**src/rtl/dpll_acq_controller.sv**
```systemverilog
// Acquisition sequencer for a read-channel DPLL. It walks the loop from a wide-gain pull-in to a narrow-gain track state.
// Every output is a registered Moore decode, so it changes on the same edge as `state`.
module dpll_acq_controller #(
    parameter int SETTLE_BITS = 16,
    parameter int MAX_RETRIES = 3,
    parameter int TO_W        = 20
) (
    input  logic            clk,
    input  logic            reset,
    input  logic            enable,
    input  logic            pll_locked,
    input  logic            bit_ready,
    input  logic [TO_W-1:0] acq_timeout,
    output logic [1:0]      gain_sel,
    output logic            nco_reset,
    output logic            data_valid,
    output logic [2:0]      state,
    output logic            acq_fail,
    output logic            fault,
    output logic [7:0]      relock_count
);

    localparam int SW = (SETTLE_BITS < 2) ? 1 : $clog2(SETTLE_BITS + 1);
    localparam int RW = (MAX_RETRIES < 2) ? 1 : $clog2(MAX_RETRIES + 1);

    typedef enum logic [2:0] {
        IDLE    = 3'd0,
        PRESET  = 3'd1,
        ACQUIRE = 3'd2,
        SETTLE  = 3'd3,
        TRACK   = 3'd4,
        FAULT   = 3'd5
    } state_t;

    state_t          st;
    state_t          st_nxt;
    logic [TO_W-1:0] timer;
    logic [TO_W-1:0] timer_nxt;
    logic [SW-1:0]   settle_cnt;
    logic [SW-1:0]   settle_nxt;
    logic [RW-1:0]   retries;
    logic [RW-1:0]   retries_nxt;
    logic [7:0]      relock_nxt;
    logic            fail_nxt;
    logic            timed_out;
    logic            retries_exhausted;
    logic            settle_done;

    // Output field order is {gain_sel, nco_reset, data_valid, fault}.
    function automatic logic [4:0] decode(input state_t s);
        case (s)
            PRESET:  decode = 5'b11_1_0_0;
            ACQUIRE: decode = 5'b11_0_0_0;
            SETTLE:  decode = 5'b10_0_0_0;
            TRACK:   decode = 5'b01_0_1_0;
            FAULT:   decode = 5'b00_0_0_1;
            default: decode = 5'b00_0_0_0;
        endcase
    endfunction

    assign timed_out         = (acq_timeout != '0) && (timer == acq_timeout - TO_W'(1));
    assign retries_exhausted = (int'(retries) + 1) >= MAX_RETRIES;
    assign settle_done       = bit_ready && (int'(settle_cnt) == SETTLE_BITS - 1);

    always_comb begin
        st_nxt      = st;
        timer_nxt   = timer;
        settle_nxt  = settle_cnt;
        retries_nxt = retries;
        relock_nxt  = relock_count;
        fail_nxt    = 1'b0;
        if (!enable) begin
            st_nxt      = IDLE;
            timer_nxt   = '0;
            settle_nxt  = '0;
            retries_nxt = '0;
        end else begin
            case (st)
                IDLE: begin
                    st_nxt      = PRESET;
                    retries_nxt = '0;
                end
                PRESET: begin
                    st_nxt    = ACQUIRE;
                    timer_nxt = '0;
                end
                ACQUIRE: begin
                    timer_nxt = timer + TO_W'(1);
                    // Lock wins over a timeout that lands on the same cycle.
                    if (pll_locked) begin
                        st_nxt     = SETTLE;
                        settle_nxt = '0;
                    end else if (timed_out) begin
                        fail_nxt    = 1'b1;
                        retries_nxt = retries + RW'(1);
                        st_nxt      = retries_exhausted ? FAULT : PRESET;
                    end
                end
                SETTLE: begin
                    if (!pll_locked) begin
                        st_nxt    = ACQUIRE;
                        timer_nxt = '0;
                    end else if (bit_ready) begin
                        if (settle_done) begin
                            st_nxt = TRACK;
                        end else begin
                            settle_nxt = settle_cnt + SW'(1);
                        end
                    end
                end
                TRACK: begin
                    if (!pll_locked) begin
                        st_nxt    = ACQUIRE;
                        timer_nxt = '0;
                        if (relock_count != 8'hFF) begin
                            relock_nxt = relock_count + 8'd1;
                        end
                    end
                end
                FAULT: begin
                    st_nxt = FAULT;
                end
                default: begin
                    st_nxt = IDLE;
                end
            endcase
        end
    end

    always_ff @(posedge clk) begin
        if (reset) begin
            st                                       <= IDLE;
            timer                                    <= '0;
            settle_cnt                               <= '0;
            retries                                  <= '0;
            relock_count                             <= '0;
            acq_fail                                 <= 1'b0;
            {gain_sel, nco_reset, data_valid, fault} <= '0;
        end else begin
            st                                       <= st_nxt;
            timer                                    <= timer_nxt;
            settle_cnt                               <= settle_nxt;
            retries                                  <= retries_nxt;
            relock_count                             <= relock_nxt;
            acq_fail                                 <= fail_nxt;
            {gain_sel, nco_reset, data_valid, fault} <= decode(st_nxt);
        end
    end

    assign state = st;

endmodule

```
**config.mk**
```make
export PLATFORM = sky130hd
export DESIGN_NAME = dpll_acq_controller
export DESIGN_NICKNAME = d
export VERILOG_FILES = /design/src/rtl/dpll_acq_controller.sv
export SDC_FILE = /design/constraint.sdc
export NUM_CORES = 1
export LEC_CHECK = 0
export CORE_ASPECT_RATIO = 0.7
export CORE_MARGIN = 8
export CORE_UTILIZATION = 45
export DETAILED_ROUTE_END_ITERATION = 8
export GPL_TIMING_DRIVEN = 0
export PLACE_DENSITY = 0.68
export SYNTH_ARGS = -nofsm -noshare
export SYNTH_HDL_FRONTEND = slang
export SYNTH_SLANG_ARGS = --single-unit
```
**constraint.sdc**
```tcl
create_clock -name clk -period 4.2 [get_ports clk]
set_input_delay 0.84 -clock clk [delete_from_list [all_inputs] [get_ports clk]]
set_output_delay 0.84 -clock clk [all_outputs]
set_load 0.05 [all_outputs]
```
== Word level (Yosys, flattened, before mapping) ==
Cells that the tools add are included.

* Bits in registers: 44
* Word-level logic and storage cells: 75

* Add/subtract/negate cells: 6
* Order comparisons: 1
* Equality and inequality tests: 20
* Multiplexer cells: 21
* Bitwise operators: 3
* Reduce and logical (&&, ||, !) cells: 14

{| class="wikitable"
|+ Operator list
! cell !! count
|-
| one-hot mux 20 bit (3 select lines) || 1
|-
| one-hot mux 5 bit (5 select lines) || 1
|-
| 2-to-1 mux 3 bit || 8
|-
| adder 20 x 1 -> 20 bit, second input constant || 1
|-
| equality test 20 bit || 1
|-
| 2-to-1 mux 20 bit || 1
|-
| 2-to-1 mux 5 bit || 4
|-
| nonzero test 20 bit || 1
|-
| subtractor 20 x 1 -> 20 bit, second input constant || 1
|-
| one-hot mux 3 bit (6 select lines) || 1
|-
| inequality test 2 bit, second input constant || 7
|-
| equality test 3 x 2 -> 1 bit, second input constant || 4
|-
| equality test 3 bit, second input constant || 4
|-
| one-hot mux 5 bit (2 select lines) || 1
|-
| adder 8 x 1 -> 8 bit, second input constant || 1
|-
| inequality test 8 bit, second input constant || 1
|-
| equality test 3 x 1 -> 1 bit, second input constant || 2
|-
| adder 5 x 1 -> 5 bit, second input constant || 1
|-
| equality test 5 bit, second input constant || 1
|-
| AND reduction 5 bit || 1
|-
| 2-to-1 mux 2 bit || 2
|-
| one-hot mux 2 bit (2 select lines) || 1
|-
| AND reduction 4 bit || 1
|-
| nonzero test 2 bit || 2
|-
| other kinds (12) || 16
|}

== Logic depth before layout (Yosys ltp) ==
Gate-level depths: netlist of run 1.

* Word-level depth: 9
* Mapped depth: 11
* Mapped depth without buffers: 11

== Worst setup path after synthesis of run 1 ==
Ideal clock, no wire load.

* Path kind: input -> register
* Start point: input acq_timeout[11]
* End point: register st[0], in the netlist state[0]
* Setup time: 0.071 ns
* Arrival: 3.129 ns
* Data required time: 4.129 ns
* Slack: 1.001 ns
* Cell stages on the path: 8
* Cells stage by stage: or4_4 > or3_4 > or4_1 > o2111a_1 > a21boi_2 > nand3_2 > or3_1 > a21oi_1

* Cells in the longest elaborated chain, start to end: 7

{| class="wikitable"
|+ Ends and longest elaborated chain
! item !! line !! source
|-
| start, declared || 13 || <nowiki>input logic [TO_W-1:0] acq_timeout,</nowiki>
|-
| subtractor 20 x 1 -> 20 bit || 61 || <nowiki>assign timed_out = (acq_timeout != '0) && (timer == acq_timeout - TO_W'(1));</nowiki>
|-
| equality test 20 bit || 61 ||
|-
| logical AND 1 bit * || 61 ||
|-
| 2-to-1 mux 3 bit * || 93 || <nowiki>end else if (timed_out) begin</nowiki>
|-
| 2-to-1 mux 3 bit * || 90 || <nowiki>if (pll_locked) begin</nowiki>
|-
| one-hot mux 3 bit (6 select lines) * || 78 || <nowiki>case (st)</nowiki>
|-
| 2-to-1 mux 3 bit * || 72 || <nowiki>if (!enable) begin</nowiki>
|-
| end signal, assigned || 140 || <nowiki>st <= st_nxt;</nowiki>
|-
| end, declared || 35 || <nowiki>state_t st;</nowiki>
|}

Every way passes the cells marked *; elsewhere a longest branch is shown, timed or not.
A chain may end at the register's enable or synchronous reset.

== Worst setup path after layout of run 1 ==
* Start point: input acq_timeout[0]
* End point: register st[0], in the netlist state[0]

Same word-level chain as after synthesis.

==> results.py, run 1 <==
metrics = {
    "run_status": {
        "status": "complete, no violations",
    },
    "drt": {
        "drc": 0,
        "ant_nets": 0,
        "dr_total_vias": 2703,
        "wire_per_inst_um": 14.7,
        "routed_wl_um": 7200,
        "drt_iter0_markers": 119,
        "vias_per_cell": 5.52,
        "firstDrtPassIters": 5,
    },
    "power": {
        "ir_worst_vdd_mv": 0.137,
        "p_leak_nw": 1.15,
        "power.density_mw_per_mm2": 275,
    },
    "finish": {
        "fin_nets": 444,
        "fin_util_pct": 56.2,
        "n_antenna_cell": 0,
        "finalNonFillerCells": 490,
        "layout-drive-gt1-share_pct": 4.37,
        "stdcell_area_mm2": 0.00346,
        "syn_to_final_growth_pct": 21.7,
    },
    "clock_network": {
        "cts_root_buffer": "clkbuf_8",
        "ctsResizeCount": 0,
        "tritoncts": "built",
        "clk_latency_ns": 0.29,
        "cts.hold.buffers_added": 0,
        "htree_levels": 2,
        "clock_path_buffers": 2,
        "cts_sinks": 44,
        "cts_made_buffers": 5,
        "clk_pin_slew_worst_paths_ns": 0.09,
        "cts_setup_buffers": 0,
    },
    "sta": {
        "timing_max_transition_violations_final": 0,
        "timing.final.crit_share_pct": 91.7,
        "worst_slew_margin_rel_pct": 42.9,
        "setup_viol": 0,
        "rsz0062_at_grt": "false",
        "hold_viol": 0,
        "fin_crit_ns": 3.85,
        "setup_tns_ns": 0,
        "max_clock_freq_mhz": 260,
        "worst_pin_slew_ns": 0.849,
        "worst_clock_skew_ns": 0.00901,
    },
    "placement": {
        "dpl-instance-area_mm2": 0.00333,
        "place_congestion": 0.890,
        "dpl.hpwl_um": 5670,
        "dp_cells": 483,
        "io_buffers": 39,
    },
    "global_routing": {
        "grt_pass1_vias": 2656,
        "grt_pass1_wl_um": 12500,
        "grt_overflow": 0,
        "grt_max_degree": 14,
        "grt_antenna_before_repair": 0,
        "grt_usage_pct": 16.3,
    },
    "synthesis": {
        "synth_area_mm2": 0.00284,
        "synth_edf_count": 0,
        "syn_inst": 366,
        "synth_seq_cells": 44,
        "ys_top_cells_by_count": "44 x dfxtp_1, 42 x nor2_1, 40 x nand2_1, 26 x xor2_1, 21 x xnor2_1",
        "syn_nets": 398,
        "post_synth.cell_area_avg_um2": 7.76,
        "yosysTopAreaCell": "dfxtp_1",
        "synthArstFlopShare_pct": 0,
        "ys_warn_count": 0,
        "ys_types": 53,
        "synth-main-ff-cell": "dfxtp_1",
        "yosysMostFrequentCell": "dfxtp_1",
        "seq_area_frac_synth_pct": 31.0,
        "synth.area.top_cells": "dfxtp_1 31%, xor2_1 8.0%, xnor2_1 6.5%, nor2_1 5.5%, nand2_1 5.3%",
        "synth_top_area_share_pct": 31.0,
    },
    "setup_path": {
        "crit_required_ns": 4.43,
        "start_kind": "input port",
        "reg2reg_depth": 8,
        "crit_fanout": 9,
        "rrSetupSlack_ns": 1.27,
        "criticalPathCategory": "input port to flip-flop",
        "cp.arrival_ns": 4.08,
        "worstSetupEndpointType": "flip-flop",
        "r2r-start": "state[1]",
        "rr_endpoint": "timer[17]",
    },
    "hold_path": {
        "hold_end": "settle_cnt[1]",
        "hold_start": "settle_cnt[1]",
        "worst_hold_path_type": "flip-flop to flip-flop",
        "hold_depth": 2,
    },
    "floorplan": {
        "die_x_um": 111,
        "rows": 24,
        "fp.coreArea_mm2": 0.00616,
        "io_pins": 42,
        "start_util_pct": 46.2,
        "die_area_mm2": 0.00915,
        "dieHeight_um": 82.5,
    },
    "job": {
        "drv_cap": 0,
    },
}
-- through the flow --
| stage | worst slack (ns) | power [W] | hold slack, ns |
|---|---|---|---|
| detailed placement | 0.0648 | 0.000579 | 0.473 |
| global placement | 0.0848 | 0.000578 | 0.468 |
| floorplan | 1.00 | 0.000519 | 0.449 |
| CTS | 0.378 | 0.000961 | 0.487 |
| global route | 0.157 | 0.00100 | 0.524 |
| finish | 0.349 | 0.000950 | 0.487 |
-- kinds of logic (layout without fill, tap and decap cells) --
kind of cell / Yosys count / count (layout) / synth area share (%)
buf+inv: 28 / 74 / 3.74
simple gates: 174 / 174 / 32.1
mux: 4 / 4 / 1.41
compound gates: 62 / 62 / 14.1
fa+ha+maj: 7 / 7 / 3.08
xor+xnor: 47 / 47 / 14.5
flops: 44 / 44 / 31.0
-- layer usage --
metal,part of all wire [%],GRT usage [%]
met1,52,22.5
met2,44,25.9
met4,0.29,3.76
met3,4.1,3.32
met5,0,0
-- worst max-delay path: stages --
cell	delay, ns
clkdlybuf4s50_1	0.52
nor4_2	0.78
nand4b_1	0.34
or4_1	0.55
o2111a_1	0.15
a21boi_2	0.22
nand3_2	0.15
or3_1	0.38
a21oi_1	0.14
-- final cells by class --
class	instances	area, um^2
Clock inverter	2	60.1
Inverter	10	37.5
Multi-Input combinational cell	294	1850
Fill cell	596	2700
Buffer	18	68.8
Tap cell	78	97.6
Timing Repair Buffer	39	390
Sequential cell	44	881
Clock buffer	5	68.8
-- registers in the layout, summed over array words and instances (netlist names) --
| register | flops |
|---|---|
| nco_reset | 1 |
| relock_count | 8 |
| gain_sel | 2 |
| timer | 20 |
| settle_cnt | 5 |
| data_valid | 1 |
| retries | 2 |
| fault | 1 |
| acq_fail | 1 |
| state | 3 |
-- cell usage in the layout, fill, tap and decap left out, drive strengths merged, types with 2 or more instances in the layout --
cell / n
nand4: 19
o2111ai: 2
a21oi: 17
a31oi: 6
nor3: 14
bufinv: 2
nand2: 40
nand2b: 4
nand3: 12
o41ai: 3
xor2: 26
o22ai: 2
o2bb2ai: 2
clkbuf: 22
nor4: 6
or3: 14
nor2: 42
nor2b: 4
or4: 4
o211ai: 4
xnor2: 21
nand4b: 3
clkdlybuf4s50: 39
and3: 5
a21boi: 2
mux2i: 4
o21ai: 14
ha: 7
dfxtp: 44
inv: 10
-- where the power goes --
part	internal [W]	switching, W	total [W]
combinational	0.0000580	0.0000882	0.000146
sequential	0.000422	0.00000256	0.000424
clock	0.000234	0.000145	0.000379
total	0.000714	0.000236	0.000950
-- worst max-delay path by stage --
stage	depth (start not counted)	to	slack, ns	from
6_report	9	state[0]	0.35	acq_timeout[0]
3_3_place_gp	12	state[0]	0.08	acq_timeout[0]
2_1_floorplan	8	state[0]	1.00	acq_timeout[11]
3_5_place_dp	9	state[0]	0.06	acq_timeout[0]
4_1_cts	9	state[0]	0.38	acq_timeout[0]
5_1_grt	9	retries[1]	0.16	acq_timeout[0]
Power figures use the tool's default switching activity.
==> run 2: changes to the inputs <==
- CORE_MARGIN: 8 -> unset
==> results.py, run 2 (synthesis results as in run 1) <==
metrics = {
    "sta": {
        "worst_clock_skew_ns": 0.00538,
        "timing_max_transition_violations_final": 0,
        "fin_crit_ns": 3.93,
        "whs_ns": 0.491,
        "timing.final.crit_share_pct": 93.7,
        "worst_pin_slew_ns": 0.883,
        "setup_viol": 0,
        "rsz0062_at_grt": "false",
        "hold_viol": 0,
        "setup_tns_ns": 0,
        "worst_slew_margin_rel_pct": 40.6,
        "max_clock_freq_mhz": 254,
    },
    "drt": {
        "routed_wl_um": 6840,
        "ant_nets": 0,
        "wire_per_inst_um": 14.0,
        "drc": 0,
        "firstDrtPassIters": 4,
        "drt_iter0_markers": 165,
        "dr_total_vias": 2737,
        "vias_per_cell": 5.61,
    },
    "run_status": {
        "status": "complete, no violations",
    },
    "power": {
        "p_leak_nw": 1.14,
        "power_frac_clock_pct": 36.9,
        "p_sw_w": 0.000247,
        "switching_share_pct": 27.4,
        "ir_worst_vdd_mv": 0.145,
        "intPower_w": 0.000656,
        "power.density_mw_per_mm2": 263,
        "comb_power_share_pct": 16.1,
        "pwr-share-seq_pct": 47.0,
    },
    "finish": {
        "largest_reg_flops": 20,
        "nFillCells": 537,
        "final_cell_mix": "44 x dfxtp_1, 42 x nor2_1, 40 x nand2_1",
        "top_register": "timer",
        "fin_nets": 444,
        "layout-drive-gt1-share_pct": 4.60,
        "syn_to_final_growth_pct": 21.0,
        "n_antenna_cell": 0,
        "biggestRegsByFlops": "timer (20), relock_count (8), settle_cnt (5)",
        "final_common_cell": "dfxtp_1",
    },
    "setup_path": {
        "worstSetupEndpointType": "flip-flop",
        "criticalPathCategory": "input port to flip-flop",
        "rr_endpoint": "timer[17]",
        "start_kind": "input port",
        "cp.arrival_ns": 4.17,
        "crit_fanout": 9,
        "rrSetupSlack_ns": 1.34,
        "crit_required_ns": 4.44,
        "reg2reg_depth": 8,
        "r2r-start": "state[1]",
    },
    "floorplan": {
        "rows": 23,
        "die_x_um": 97.0,
        "start_util_pct": 48.2,
        "die_area_mm2": 0.00664,
        "fp.coreArea_mm2": 0.00590,
        "io_pins": 42,
        "dieHeight_um": 68.5,
    },
    "hold_path": {
        "hold_end": "settle_cnt[4]",
        "hold_start": "settle_cnt[4]",
        "hold_depth": 2,
        "worst_hold_path_type": "flip-flop to flip-flop",
    },
    "global_routing": {
        "grt_max_degree": 15,
        "grt_overflow": 0,
        "grt_pass1_vias": 2338,
        "grt_pass1_wl_um": 11000,
        "grt_antenna_before_repair": 0,
        "grt_usage_pct": 20.7,
    },
    "clock_network": {
        "clk_pin_slew_worst_paths_ns": 0.08,
        "htree_levels": 2,
        "tritoncts": "built",
        "clock_path_buffers": 2,
        "cts_made_buffers": 5,
        "clk_latency_ns": 0.30,
        "cts_root_buffer": "clkbuf_8",
        "cts_sinks": 44,
        "cts.hold.buffers_added": 0,
        "cts_setup_buffers": 0,
        "ctsResizeCount": 0,
    },
    "placement": {
        "place_congestion": 0.942,
        "dpl.hpwl_um": 5320,
        "io_buffers": 39,
    },
    "job": {
        "drv_cap": 0,
    },
}
==> run 2: cell count changes in the layout (fill, tap and decap cells not counted), sizes merged <==
cell and delta:
clkinv +1, bufinv -1, clkinvlp +1
==> run 2: per-layer routing <==
| metal | global-route usage (%) | vias to the layer above | share of wire (%) |
|---|---|---|---|
| met5 | 0 | - | 0 |
| met4 | 5.04 | 0 | 0.92 |
| met3 | 4.90 | 7 | 6.1 |
| met2 | 30.9 | 65 | 41 |
| met1 | 29.8 | 1259 | 52 |
| li1 | - | 1406 | - |
==> run 2: layout make-up <==
| cell class | instances | area [um^2] | area share, % |
|---|---|---|---|
| Inverter | 10 | 37.5 | 1.09 |
| Tap cell | 75 | 93.8 | 2.73 |
| Timing Repair Buffer | 39 | 390 | 11.4 |
| Clock buffer | 5 | 68.8 | 2.00 |
| Multi-Input combinational cell | 294 | 1850 | 53.9 |
| Sequential cell | 44 | 881 | 25.6 |
| Buffer | 18 | 68.8 | 2.00 |
| Clock inverter | 3 | 42.5 | 1.24 |
==> run 2: stage by stage <==
stage | util (%) | cells | power, W | worst slack [ns] | cell area, um^2
6_report | 58.3 | 488 | 0.000903 | 0.265 | 3440
3_5_place_dp | 56.4 | 480 | 0.000578 | 0.0705 | 3330
5_1_grt | 58.3 | 488 | 0.000935 | 0.157 | 3440
4_1_cts | 58.3 | 488 | 0.000907 | 0.380 | 3440
3_3_place_gp | 56.4 | 480 | 0.000577 | 0.116 | 3330
2_1_floorplan | - | 366 | 0.000519 | 1.00 | 2840
==> run 2: worst max-delay path by stage <==
stage,startpoint,endpoint,slack (ns),cells past startpoint
2_1_floorplan,acq_timeout[11],state[0],1.00,8
3_3_place_gp,acq_timeout[0],state[0],0.12,9
3_5_place_dp,acq_timeout[0],state[0],0.07,9
4_1_cts,acq_timeout[0],state[0],0.38,9
5_1_grt,acq_timeout[0],state[0],0.16,12
6_report,acq_timeout[0],state[0],0.27,9
==> run 2: power groups by stage <==
stage | registers (W) | clock network, W | logic (W)
final | 0.000425 | 0.000334 | 0.000145
after global routing | 0.000425 | 0.000352 | 0.000158
after CTS | 0.000425 | 0.000339 | 0.000144
after detailed placement | 0.000435 | 0 | 0.000143
after global placement | 0.000434 | 0 | 0.000143
after floorplan | 0.000450 | 0 | 0.0000693
==> run 2: worst max-delay path, stage by stage <==
cell and delay (ns):
clkdlybuf4s50_1 0.54, nor4_2 0.82, nand4b_1 0.35, or4_1 0.55, o2111a_1 0.15, a21boi_2 0.24, nand3_2 0.16, or3_1 0.39
a21oi_1 0.14
